$ cat src/rtl/cache_line_adapter_if.sv
// cache_line_adapter_if
//   Bundles the line-wide cache port and the word-wide memory port of
//   cache_line_adapter.
//   Line side : line_addr, line_read, line_write, line_wdata (cache -> adapter)
//               line_rdata, line_resp (adapter -> cache)
//   Word side : word_addr, word_read, word_write, word_wdata (adapter -> memory)
//               word_rdata, word_resp (memory -> adapter)
//   master : the environment (cache plus memory) that drives requests and
//            memory responses.
//   slave  : the adapter itself.
interface cache_line_adapter_if #(
  parameter int WORD_WIDTH = 16,
  parameter int LINE_WORDS = 8
);
  localparam int LINE_WIDTH = WORD_WIDTH * LINE_WORDS;

  logic [15:0]           line_addr;
  logic                  line_read;
  logic                  line_write;
  logic [LINE_WIDTH-1:0] line_wdata;
  logic [LINE_WIDTH-1:0] line_rdata;
  logic                  line_resp;
  logic [15:0]           word_addr;
  logic                  word_read;
  logic                  word_write;
  logic [WORD_WIDTH-1:0] word_wdata;
  logic [WORD_WIDTH-1:0] word_rdata;
  logic                  word_resp;

  modport master (
    output line_addr, line_read, line_write, line_wdata, word_rdata, word_resp,
    input  line_rdata, line_resp, word_addr, word_read, word_write, word_wdata
  );

  modport slave (
    input  line_addr, line_read, line_write, line_wdata, word_rdata, word_resp,
    output line_rdata, line_resp, word_addr, word_read, word_write, word_wdata
  );
endinterface

$ cat src/rtl/cache_line_adapter.sv
// cache_line_adapter
//   Converts one line read/write request from cache_control into LINE_WORDS
//   word transfers on a word-wide memory, then returns a one-cycle line_resp.
//   Reads are assembled into a registered line buffer (line_rdata), writes
//   serialise a copy of line_wdata latched at request time.
// Ports
//   clk   : clock, all state on the rising edge
//   reset : asynchronous, active-high; aborts any transfer without line_resp
//   bus   : cache_line_adapter_if.slave (line side and word side signals)
module cache_line_adapter #(
  parameter int WORD_WIDTH = 16,
  parameter int LINE_WORDS = 8
) (
  input logic                 clk,
  input logic                 reset,
  cache_line_adapter_if.slave bus
);
  localparam int LINE_WIDTH     = WORD_WIDTH * LINE_WORDS;
  localparam int CNT_W          = (LINE_WORDS > 1) ? $clog2(LINE_WORDS) : 1;
  localparam int BYTES_PER_WORD = WORD_WIDTH / 8;
  localparam int LINE_BYTES     = BYTES_PER_WORD * LINE_WORDS;
  localparam logic [15:0] ALIGN_MASK = ~16'(LINE_BYTES - 1);
  localparam logic [CNT_W-1:0] LAST_BEAT = CNT_W'(LINE_WORDS - 1);

  typedef enum logic [1:0] {IDLE, READ_BEAT, WRITE_BEAT, DONE} state_t;

  state_t                state_reg, state_next;
  logic [CNT_W-1:0]      cnt_reg, cnt_next;
  logic [15:0]           base_reg, base_next;
  logic [LINE_WIDTH-1:0] wdata_reg, wdata_next;
  logic [LINE_WIDTH-1:0] rdata_reg, rdata_next;
  logic [15:0]           beat_addr;

  // Base is line aligned, so adding the beat offset can never carry past
  // the line: the address stays inside [base, base+LINE_BYTES).
  assign beat_addr      = base_reg + 16'(cnt_reg) * 16'(BYTES_PER_WORD);
  assign bus.line_rdata = rdata_reg;

  always_ff @(posedge clk or posedge reset) begin
    if (reset) begin
      state_reg <= IDLE;
      cnt_reg   <= '0;
      base_reg  <= '0;
      wdata_reg <= '0;
      rdata_reg <= '0;
    end else begin
      state_reg <= state_next;
      cnt_reg   <= cnt_next;
      base_reg  <= base_next;
      wdata_reg <= wdata_next;
      rdata_reg <= rdata_next;
    end
  end

  always_comb begin
    state_next     = state_reg;
    cnt_next       = cnt_reg;
    base_next      = base_reg;
    wdata_next     = wdata_reg;
    rdata_next     = rdata_reg;
    bus.line_resp  = 1'b0;
    bus.word_read  = 1'b0;
    bus.word_write = 1'b0;
    bus.word_addr  = '0;
    bus.word_wdata = '0;

    case (state_reg)
      IDLE: begin
        // Write-back first so a dirty victim reaches memory before the fill.
        if (bus.line_write) begin
          base_next  = bus.line_addr & ALIGN_MASK;
          wdata_next = bus.line_wdata;
          cnt_next   = '0;
          state_next = WRITE_BEAT;
        end else if (bus.line_read) begin
          base_next  = bus.line_addr & ALIGN_MASK;
          cnt_next   = '0;
          state_next = READ_BEAT;
        end
      end
      READ_BEAT: begin
        bus.word_read = 1'b1;
        bus.word_addr = beat_addr;
        if (bus.word_resp) begin
          rdata_next[cnt_reg*WORD_WIDTH +: WORD_WIDTH] = bus.word_rdata;
          if (cnt_reg == LAST_BEAT) state_next = DONE;
          else                      cnt_next   = cnt_reg + 1'b1;
        end
      end
      WRITE_BEAT: begin
        bus.word_write = 1'b1;
        bus.word_addr  = beat_addr;
        bus.word_wdata = wdata_reg[cnt_reg*WORD_WIDTH +: WORD_WIDTH];
        if (bus.word_resp) begin
          if (cnt_reg == LAST_BEAT) state_next = DONE;
          else                      cnt_next   = cnt_reg + 1'b1;
        end
      end
      DONE: begin
        bus.line_resp = 1'b1;
        state_next    = IDLE;
      end
      default: state_next = IDLE;
    endcase
  end
endmodule
$ cat src/flat_wrapper.sv
// flat-port wrapper written by rule: the top's interface ports become plain ports
module cache_line_adapter_flat 
#(
  parameter int WORD_WIDTH = 16,
  parameter int LINE_WORDS = 8
)
  (clk, reset, bus_line_addr, bus_line_read, bus_line_write, bus_line_wdata, bus_word_rdata, bus_word_resp, bus_line_rdata, bus_line_resp, bus_word_addr, bus_word_read, bus_word_write, bus_word_wdata);
  cache_line_adapter_if #(.WORD_WIDTH(WORD_WIDTH), .LINE_WORDS(LINE_WORDS)) bus_i ();
  input logic clk;
  input logic reset;
  input wire logic [$bits(bus_i.line_addr)-1:0] bus_line_addr;
  input wire logic [$bits(bus_i.line_read)-1:0] bus_line_read;
  input wire logic [$bits(bus_i.line_write)-1:0] bus_line_write;
  input wire logic [$bits(bus_i.line_wdata)-1:0] bus_line_wdata;
  input wire logic [$bits(bus_i.word_rdata)-1:0] bus_word_rdata;
  input wire logic [$bits(bus_i.word_resp)-1:0] bus_word_resp;
  output wire logic [$bits(bus_i.line_rdata)-1:0] bus_line_rdata;
  output wire logic [$bits(bus_i.line_resp)-1:0] bus_line_resp;
  output wire logic [$bits(bus_i.word_addr)-1:0] bus_word_addr;
  output wire logic [$bits(bus_i.word_read)-1:0] bus_word_read;
  output wire logic [$bits(bus_i.word_write)-1:0] bus_word_write;
  output wire logic [$bits(bus_i.word_wdata)-1:0] bus_word_wdata;
  assign bus_i.line_addr = bus_line_addr;
  assign bus_i.line_read = bus_line_read;
  assign bus_i.line_write = bus_line_write;
  assign bus_i.line_wdata = bus_line_wdata;
  assign bus_i.word_rdata = bus_word_rdata;
  assign bus_i.word_resp = bus_word_resp;
  assign bus_line_rdata = bus_i.line_rdata;
  assign bus_line_resp = bus_i.line_resp;
  assign bus_word_addr = bus_i.word_addr;
  assign bus_word_read = bus_i.word_read;
  assign bus_word_write = bus_i.word_write;
  assign bus_word_wdata = bus_i.word_wdata;
  cache_line_adapter #(.WORD_WIDTH(WORD_WIDTH), .LINE_WORDS(LINE_WORDS)) u_core (.clk(clk), .reset(reset), .bus(bus_i));
endmodule
$ cat config.mk
export PLATFORM = sky130hd
export DESIGN_NAME = cache_line_adapter_flat
export DESIGN_NICKNAME = d
export VERILOG_FILES = /design/src/rtl/cache_line_adapter_if.sv /design/src/rtl/cache_line_adapter.sv /design/src/flat_wrapper.sv
export SDC_FILE = /design/constraint.sdc
export NUM_CORES = 1
export LEC_CHECK = 0
export CAP_MARGIN = 10
export CORE_MARGIN = 2
export CORE_UTILIZATION = 35
export DETAILED_ROUTE_END_ITERATION = 8
export SLEW_MARGIN = 20
export SYNTH_ARGS = -nofsm -noshare
export SYNTH_HDL_FRONTEND = slang
export SYNTH_SLANG_ARGS = --single-unit
$ cat constraint.sdc
create_clock -name clk -period 13.6 [get_ports clk]
set_input_delay 2.72 -clock clk [delete_from_list [all_inputs] [get_ports clk]]
set_output_delay 2.72 -clock clk [all_outputs]
set_load 0.01 [all_outputs]
==> impl_metrics.py <==
metrics = {
    "run_status": {
        "status": "finished clean",
    },
    "sta": {
        "fin_setup_tns_ns": 0,
        "whs_ns": 0.500,
        "slew_viol_final": 0,
        "setup_viol": 0,
        "final.setup_skew_ns": 0.0203,
        "slew_headroom": 0.248,
        "fmax_ghz": 0.171,
        "hold_violations": 0,
        "rsz0062_at_grt": "false",
        "period_share": 0.429,
        "fin_crit_ns": 5.84,
        "worstMarginPinSlew_ns": 1.13,
    },
    "layout": {
        "syn_to_final_growth_pct": 38.3,
        "stdcell_count": 1635,
        "fin_area_um2": 16600,
        "final_nets": 1341,
        "final_common_cell": "clkdlybuf4s50_1",
        "mostFrequentLayoutCells": "322 x clkdlybuf4s50_1, 272 x mux2_2, 272 x dfrtp_1",
        "drive_gt1_frac": 0.304,
    },
    "worst_setup_path": {
        "cpLargestDelayFamily": "buffers and inverters",
        "r2r-end": "u_core.bus.line_rdata[20]",
        "crit_cells": 5,
        "reg2reg_from": "u_core.cnt_reg[0]",
        "worst_r2r_path_depth": 7,
        "worstPathRequired_ns": 10.88,
        "cp-end-kind": "output pin",
        "cpPeakStageDelay_ns": 0.63,
        "path_cells": "buf_4 -> mux2_2 -> o21ai_0 -> nor2_1 -> clkdlybuf4s50_1",
        "startpoint_type": "register",
        "r2r_setup_slack_ns": 9.75,
        "critPathKind": "register to output pin",
        "critPathArrivalTime_ns": 3.12,
        "crit_buf_inv": 2,
        "crit_path_top_delay_cell": "dfrtp_4",
        "cp_max_fo": 48,
    },
    "cts": {
        "h-tree-depth": 1,
        "root_buffer": "clkbuf_16",
        "post-cts-setup-buffers": 0,
        "cts_hold_buf": 0,
        "cts_buffer_depth": 3,
        "post_cts_resized": 0,
        "path_clk_slew_ns": 0.06,
        "insertion_delay_ns": 0.55,
        "cts_made_buffers": 31,
        "cts_tree": "built",
        "clkSinkCount": 273,
    },
    "hold_path": {
        "holdPathEnd": "u_core.base_reg[6]",
        "min_path_cells": 1,
        "hold_start": "u_core.base_reg[6]",
        "min_path_type": "register to register",
    },
    "synth": {
        "synth_ff_type": "dfrtp_1",
        "ys_seq_area_frac": 0.568,
        "synth_edf_count": 0,
        "syn_nets": 1022,
        "ys_async_sr_fraction": 1.00,
        "synthDistinctLibCells": 39,
        "synthCells": 846,
        "yosys_warnings": 0,
        "syn_area_um2": 12000,
        "synth_area_per_cell_um2": 14.2,
        "synth-seq-cells": 273,
    },
    "global_route": {
        "grt_max_degree": 134,
        "first_global_vias": 8390,
        "met1_usage": 0.241,
        "track_usage": 0.184,
        "grt_overflow": 0,
        "grt-busiest-layer": "met2",
        "globalRouteMet2Util": 0.301,
        "grt_util_met3": 0.0436,
        "grt_pass1_wl_um": 50800,
        "antenna_found_initial": 5,
    },
    "route": {
        "dr.pass1.iters": 4,
        "drc": 0,
        "ant_nets": 0,
        "dr.first_iter.drc_count": 365,
        "num_vias": 7923,
        "via_per_inst": 4.85,
        "wl_per_cell_um": 20.3,
        "totalWireLength_um": 33200,
    },
    "pwr": {
        "powerDensity_nw_per_um2": 215,
        "ir_worst_vdd_v": 0.000121,
        "leakagePower_nw": 7.10,
    },
    "die": {
        "coreArea_um2": 33700,
        "die_w_um": 189,
        "start_util": 0.357,
        "die_area_um2": 35800,
        "row_count": 67,
        "die_y_um": 189,
        "io_pins": 328,
    },
    "place": {
        "gp_congestion": 0.765,
        "io_buffers": 322,
        "placed_area_um2": 15700,
        "placed_cells": 1579,
        "detailed_place_hpwl_um": 23800,
    },
    "run": {
        "drv_cap": 0,
    },
}
-- Yosys cell counts, types with 3 or more instances --
| library cell | count | area share |
|---|---|---|
| mux2_4 | 10 | 0.012 |
| nand2_1 | 4 | 0.0012 |
| dfrtp_1 | 273 | 0.57 |
| o22ai_1 | 18 | 0.0094 |
| inv_1 | 22 | 0.0069 |
| mux4_2 | 14 | 0.026 |
| buf_2 | 24 | 0.010 |
| buf_4 | 3 | 0.0019 |
| mux2_2 | 272 | 0.25 |
| buf_1 | 4 | 0.0012 |
| o21ai_0 | 15 | 0.0062 |
| ha_1 | 11 | 0.011 |
| clkbuf_1 | 16 | 0.0050 |
| nor3_2 | 3 | 0.0025 |
| nand3_1 | 3 | 0.0012 |
| mux2i_1 | 23 | 0.019 |
| nor2b_1 | 4 | 0.0021 |
| and2_1 | 17 | 0.0088 |
| nor2_1 | 63 | 0.020 |
| nand2b_1 | 19 | 0.0099 |
-- worst register-to-register path: cells and delay by family, from the launching register on --
kind | cells | cell delay, ns
muxes | 1 | 0.43
adders and majority gates | 2 | 0.73
DFF | 1 | 0.63
AOI/OAI and AO/OA | 1 | 0.16
buffers and inverters | 2 | 0.87
and+or+nand+nor | 1 | 0.90
-- final cells by class --
| cell class | count | area (um2) |
|---|---|---|
| inverter | 22 | 90.1 |
| sequential | 273 | 6840 |
| timing repair buffer | 334 | 3320 |
| tap | 448 | 561 |
| fill | 2999 | 17100 |
| clock inverter | 5 | 75.1 |
| clock buffer | 46 | 862 |
| multi-input combinational | 503 | 4870 |
| antenna | 4 | 10.0 |
-- metrics by stage --
step,util,total power [mW],setup slack (ns)
2_1_floorplan,-,2.19,3.36
3_3_place_gp,0.465,2.79,8.16
3_5_place_dp,0.465,2.82,8.15
4_1_cts,0.493,3.63,7.68
5_1_grt,0.493,3.80,7.54
6_report,0.493,3.58,7.76
-- logic make-up (layout without fill, tap and decap cells) --
family,after synthesis,in the layout,share of synthesized area
buffers and inverters,70,407,0.0266
and+or+nand+nor,126,126,0.0547
adders and majority gates,11,11,0.0114
DFF,273,273,0.568
muxes,319,319,0.313
other,1,5,0.000312
AOI/OAI and AO/OA,46,46,0.0259
-- power breakdown --
group,leakage (nW),switching [mW],internal [mW]
Clock,0.458,0.321,0.469
Sequential,3.43,0.174,1.13
Combinational,3.22,0.650,0.832
-- worst max-delay path by stage --
stage                      start                    to  slack [ns]
3_5_place_dp      bus_line_write   u_core.wdata_reg[7]        8.15
6_report       u_core.cnt_reg[0]     bus_word_wdata[1]        7.76
2_1_floorplan              reset   u_core.base_reg[10]        3.36
4_1_cts        u_core.cnt_reg[0]     bus_word_wdata[1]        7.68
3_3_place_gp      bus_line_write  u_core.wdata_reg[10]        8.16
5_1_grt        u_core.cnt_reg[0]     bus_word_wdata[1]        7.54
-- layer usage --
metal,routed length (um),vias up
li1,-,3638
met1,14800,4009
met2,15600,223
met4,861,0
met3,1980,53
met5,0,-
No activity file was read; power rests on OpenSTA's default activity.
==> RTL change 1 (config.mk and constraints unchanged) <==
The 4 states of `state_t` get a Gray code encoding in 2 bits.
--- a/src/rtl/cache_line_adapter.sv
+++ b/src/rtl/cache_line_adapter.sv
@@ -24,3 +24,3 @@
 
-  typedef enum logic [1:0] {IDLE, READ_BEAT, WRITE_BEAT, DONE} state_t;
+  typedef enum logic [1:0] {IDLE = 2'b00, READ_BEAT = 2'b01, WRITE_BEAT = 2'b11, DONE = 2'b10} state_t;
 
Behaviour: same outputs for any inputs over 4 cycles, from zero or initial values and one cycle with reset high; so few cycles prove little.
==> RTL change 1 against the original RTL <==
  * Wire length is 0.80% higher
  * Maximum frequency down 2.8%
  * Critical path depth decreased by 1
  * Synthesized cell count fell by 7.4%
  * Sequential power rose by 8%
  * Clock power increased by 3.0%
  * Sequential cell count stayed put
  * Area after synthesis up 2.0%
  * Design area is 1.2% higher
  * Via count down 3.5%
  * Total power is 8.0% higher
  * Sequential share of layout area is 0.47 points lower
  * Worst setup slack lost 0.17 ns
  * Highest routed layer is now met5
==> RTL change 1: results (changes against the original RTL) <==
[power_and_ir_drop]
p_int_uw=2639  ; was 2432 uW
p_seq_share_pct=36.7  ; was 36.5%
peakVddDrop_v=0.0001182  ; was 0.0001210 V
power_density_nw_per_um2=229.7  ; was 215.2 nW/um^2
powerClk_uw=814  ; was 790 uW

[finish]
nNonClkBuffers=332  ; was 334
clk_share_pct=5.965  ; was 5.637%
clock_buffers=49  ; was 46
fin_util_pct=48.70  ; was 49.34%
nonClkBufAreaFrac_pct=19.70  ; was 19.97%
multi_input_gates=445  ; was 503
num_antenna_cells=3  ; was 4
multiInputGateArea_um2=5027  ; was 4872 um^2
drive_gt1_share_pct=31.96  ; was 30.43%
seq_share_pct=40.64  ; was 41.11%
fin_area_um2=16820  ; was 16630 um^2
fin_nets=1270  ; was 1341

[placed_design]
placed_cells=1520  ; was 1579
hpwl_um=23290  ; was 23840 um
place_area_um2=15810  ; was 15660 um^2
dp_slack_ns=8.097  ; was 8.154 ns

[logic_synthesis]
yosys.cell_types.count=35  ; was 39
syn_inst=783  ; was 846

[worst_setup_path]
slowest_delay_ns=0.94  ; was 0.63 ns
path_delay_family=flip-flops  ; was buffers and inverters
crit_fanout=29  ; was 48
slowest_stage=dfrtp_1  ; was dfrtp_4

[sta]
whs_ns=0.4922  ; was 0.5005 ns
tightest_slew_ns=1.103  ; was 1.127 ns
fin_skew_ns=0.009903  ; was 0.02030 ns
max_clock_freq_mhz=166.4  ; was 171.3 MHz

[routing]
initialDrtViolationCount=281  ; was 365
vias=7645  ; was 7923
totalWireLength_um=33450  ; was 33180 um
top_layer=met5  ; was met4
met1Wirelength_um=13800  ; was 14770 um
met3_length_um=3272  ; was 1976 um

[grt]
met1_usage_pct=22.27  ; was 24.12%
grt_pass1_vias=8247  ; was 8390

[status]
status=complete, no violations  ; unchanged

RTL change 1: changes by cell type in the layout (fill, tap and decap cells not counted), sizes merged, moves of 16 or more:
cell	change
mux2	-23
a22o	+16
o22ai	-18
nor2	-62
mux4	+18
nand2b	-19
and2	+46
RTL change 1: logic make-up after synthesis:
kind of cell             synth area share (%)
multiplexers                            32.02
flip-flops                              55.73
AND/OR/NAND/NOR                         6.338
buffers and inverters                   3.389
AO/OA/AOI/OAI                           1.786
adder cells (fa/ha/maj)                0.7144
other                                 0.03059
RTL change 1: path summary, 6_finish.rpt:
kind                       cells past startpoint                startpoint                   endpoint
max                                            4       u_core.state_reg[0]         bus_word_wdata[14]
min                                            1  u_core.bus.line_rdata[5]   u_core.bus.line_rdata[5]
max reg2reg                                    6         u_core.cnt_reg[0]  u_core.bus.line_rdata[61]
min reg2reg                                    1  u_core.bus.line_rdata[5]   u_core.bus.line_rdata[5]
max in group asynchronous                      3                     reset          u_core.cnt_reg[0]
min in group asynchronous                      2                     reset        u_core.wdata_reg[2]
==> RTL change 2 (same settings) <==
Made on the original files. `WORD_WIDTH` is set to 16 in 3 places; all go to 12.
--- a/src/rtl/cache_line_adapter_if.sv
+++ b/src/rtl/cache_line_adapter_if.sv
@@ -11,3 +11,3 @@
 interface cache_line_adapter_if #(
-  parameter int WORD_WIDTH = 16,
+  parameter int WORD_WIDTH = 12,
   parameter int LINE_WORDS = 8
--- a/src/rtl/cache_line_adapter.sv
+++ b/src/rtl/cache_line_adapter.sv
@@ -10,3 +10,3 @@
 module cache_line_adapter #(
-  parameter int WORD_WIDTH = 16,
+  parameter int WORD_WIDTH = 12,
   parameter int LINE_WORDS = 8
--- a/src/flat_wrapper.sv
+++ b/src/flat_wrapper.sv
@@ -3,3 +3,3 @@
 #(
-  parameter int WORD_WIDTH = 16,
+  parameter int WORD_WIDTH = 12,
   parameter int LINE_WORDS = 8
Interface: changed (resized bus_line_rdata, bus_line_wdata, bus_word_rdata and bus_word_wdata); port bits go from 328 to 256. No check against the original RTL was run, so the function may have changed too.
==> RTL change 2 against the original RTL <==
  * Wire length down 14%
  * Area after synthesis down 14%
  * Design area down 15%
  * Register-to-register slack worse by 1.5 ns
  * Hold slack worse by 0.014 ns
  * Global-route usage up 0.17 points
  * Via count down 6.2%
  * Sequential power down 25%
  * Non-clock buffer count down 74
  * Total power down 14%
  * Synthesized cell count down 4.6%
  * Cell count down 11%
  * Worst setup slack better by 0.10 ns
  * Sequential cell count down 63
  * Critical path type unchanged
  * Critical endpoint is now bus_word_wdata[2]
  * Largest cell class unchanged
  * Largest power group unchanged
==> RTL change 2: results (changes against the original RTL) <==
[routing]
initialDrtViolationCount=433  ; was 365
drtPass1Iterations=5  ; was 4
met3_length_um=2828  ; was 1976 um
vias=7432  ; was 7923
met1Wirelength_um=11600  ; was 14770 um

[logic_synthesis]
synth_area_leaders=dfrtp_1 (51%), mux2_2 (22%), mux4_2 (5.2%)  ; was dfrtp_1 (57%), mux2_2 (25%), mux4_2 (2.6%)
ys_seq_area_share_pct=50.82  ; was 56.83%
yosys.cell_types.count=58  ; was 39
synth_mux_area_share_pct=28.46  ; was 31.27%

[finish]
fin_nets=1189  ; was 1341
fin_cells=1450  ; was 1635

[placed_design]
hpwl_um=20810  ; was 23840 um
globalplace.congestion=0.8560  ; was 0.7649
dp_slack_ns=8.280  ; was 8.154 ns
portBuffers=252  ; was 322

[power_and_ir_drop]
p_seq_uw=981  ; was 1310 uW
combinationalPowerShare_pct=46.9  ; was 41.4%
p_int_uw=1978  ; was 2432 uW
leakage_uw=0.005917  ; was 0.007105 uW
swShare_pct=35.91  ; was 32.00%

[worst_setup_path]
slowest_delay_ns=0.71  ; was 0.63 ns
crit_fanout=61  ; was 48

[clocking]
numCtsBuffers=24  ; was 31

[grt]
met1_usage_pct=22.95  ; was 24.12%
grt_pass1_vias=7659  ; was 8390
met2_usage_pct=31.05  ; was 30.08%
grt_first_pass_wirelength_um=44830  ; was 50810 um

[status]
status=complete, no violations  ; unchanged

==> RTL change 2: changes by cell type in the layout (fill, tap and decap cells not counted), moves of 17 or more <==
cell / unedited run / this run
clkdlybuf4s50_1: 322 / 252
mux2_2: 272 / 204
dfrtp_1: 272 / 209
nand2_1: 4 / 54
nor2_1: 63 / 44
mux2i_1: 23 / 6
==> RTL change 2: final cells by class <==
type                    count  area [um^2]
fillers                  2629        14870
well taps                 384        480.5
clock buffers              35        723.2
multi-input cells         540         4871
flip-flops and latches    210         5256
diodes                      1        2.502
inverters                  12        57.56
repair buffers            260         2582
clock inverters             8        90.09
==> RTL change 2: path summary, 6_finish.rpt <==
kind                                              to  slack [ns]
max in group asynchronous          u_core.cnt_reg[0]        9.36
setup reg to reg           u_core.bus.line_rdata[63]        8.24
hold / removal             u_core.bus.line_rdata[28]        0.49
setup / recovery                   bus_word_wdata[2]        7.86
hold reg to reg            u_core.bus.line_rdata[28]        0.49
min in group asynchronous  u_core.bus.line_rdata[47]        2.74
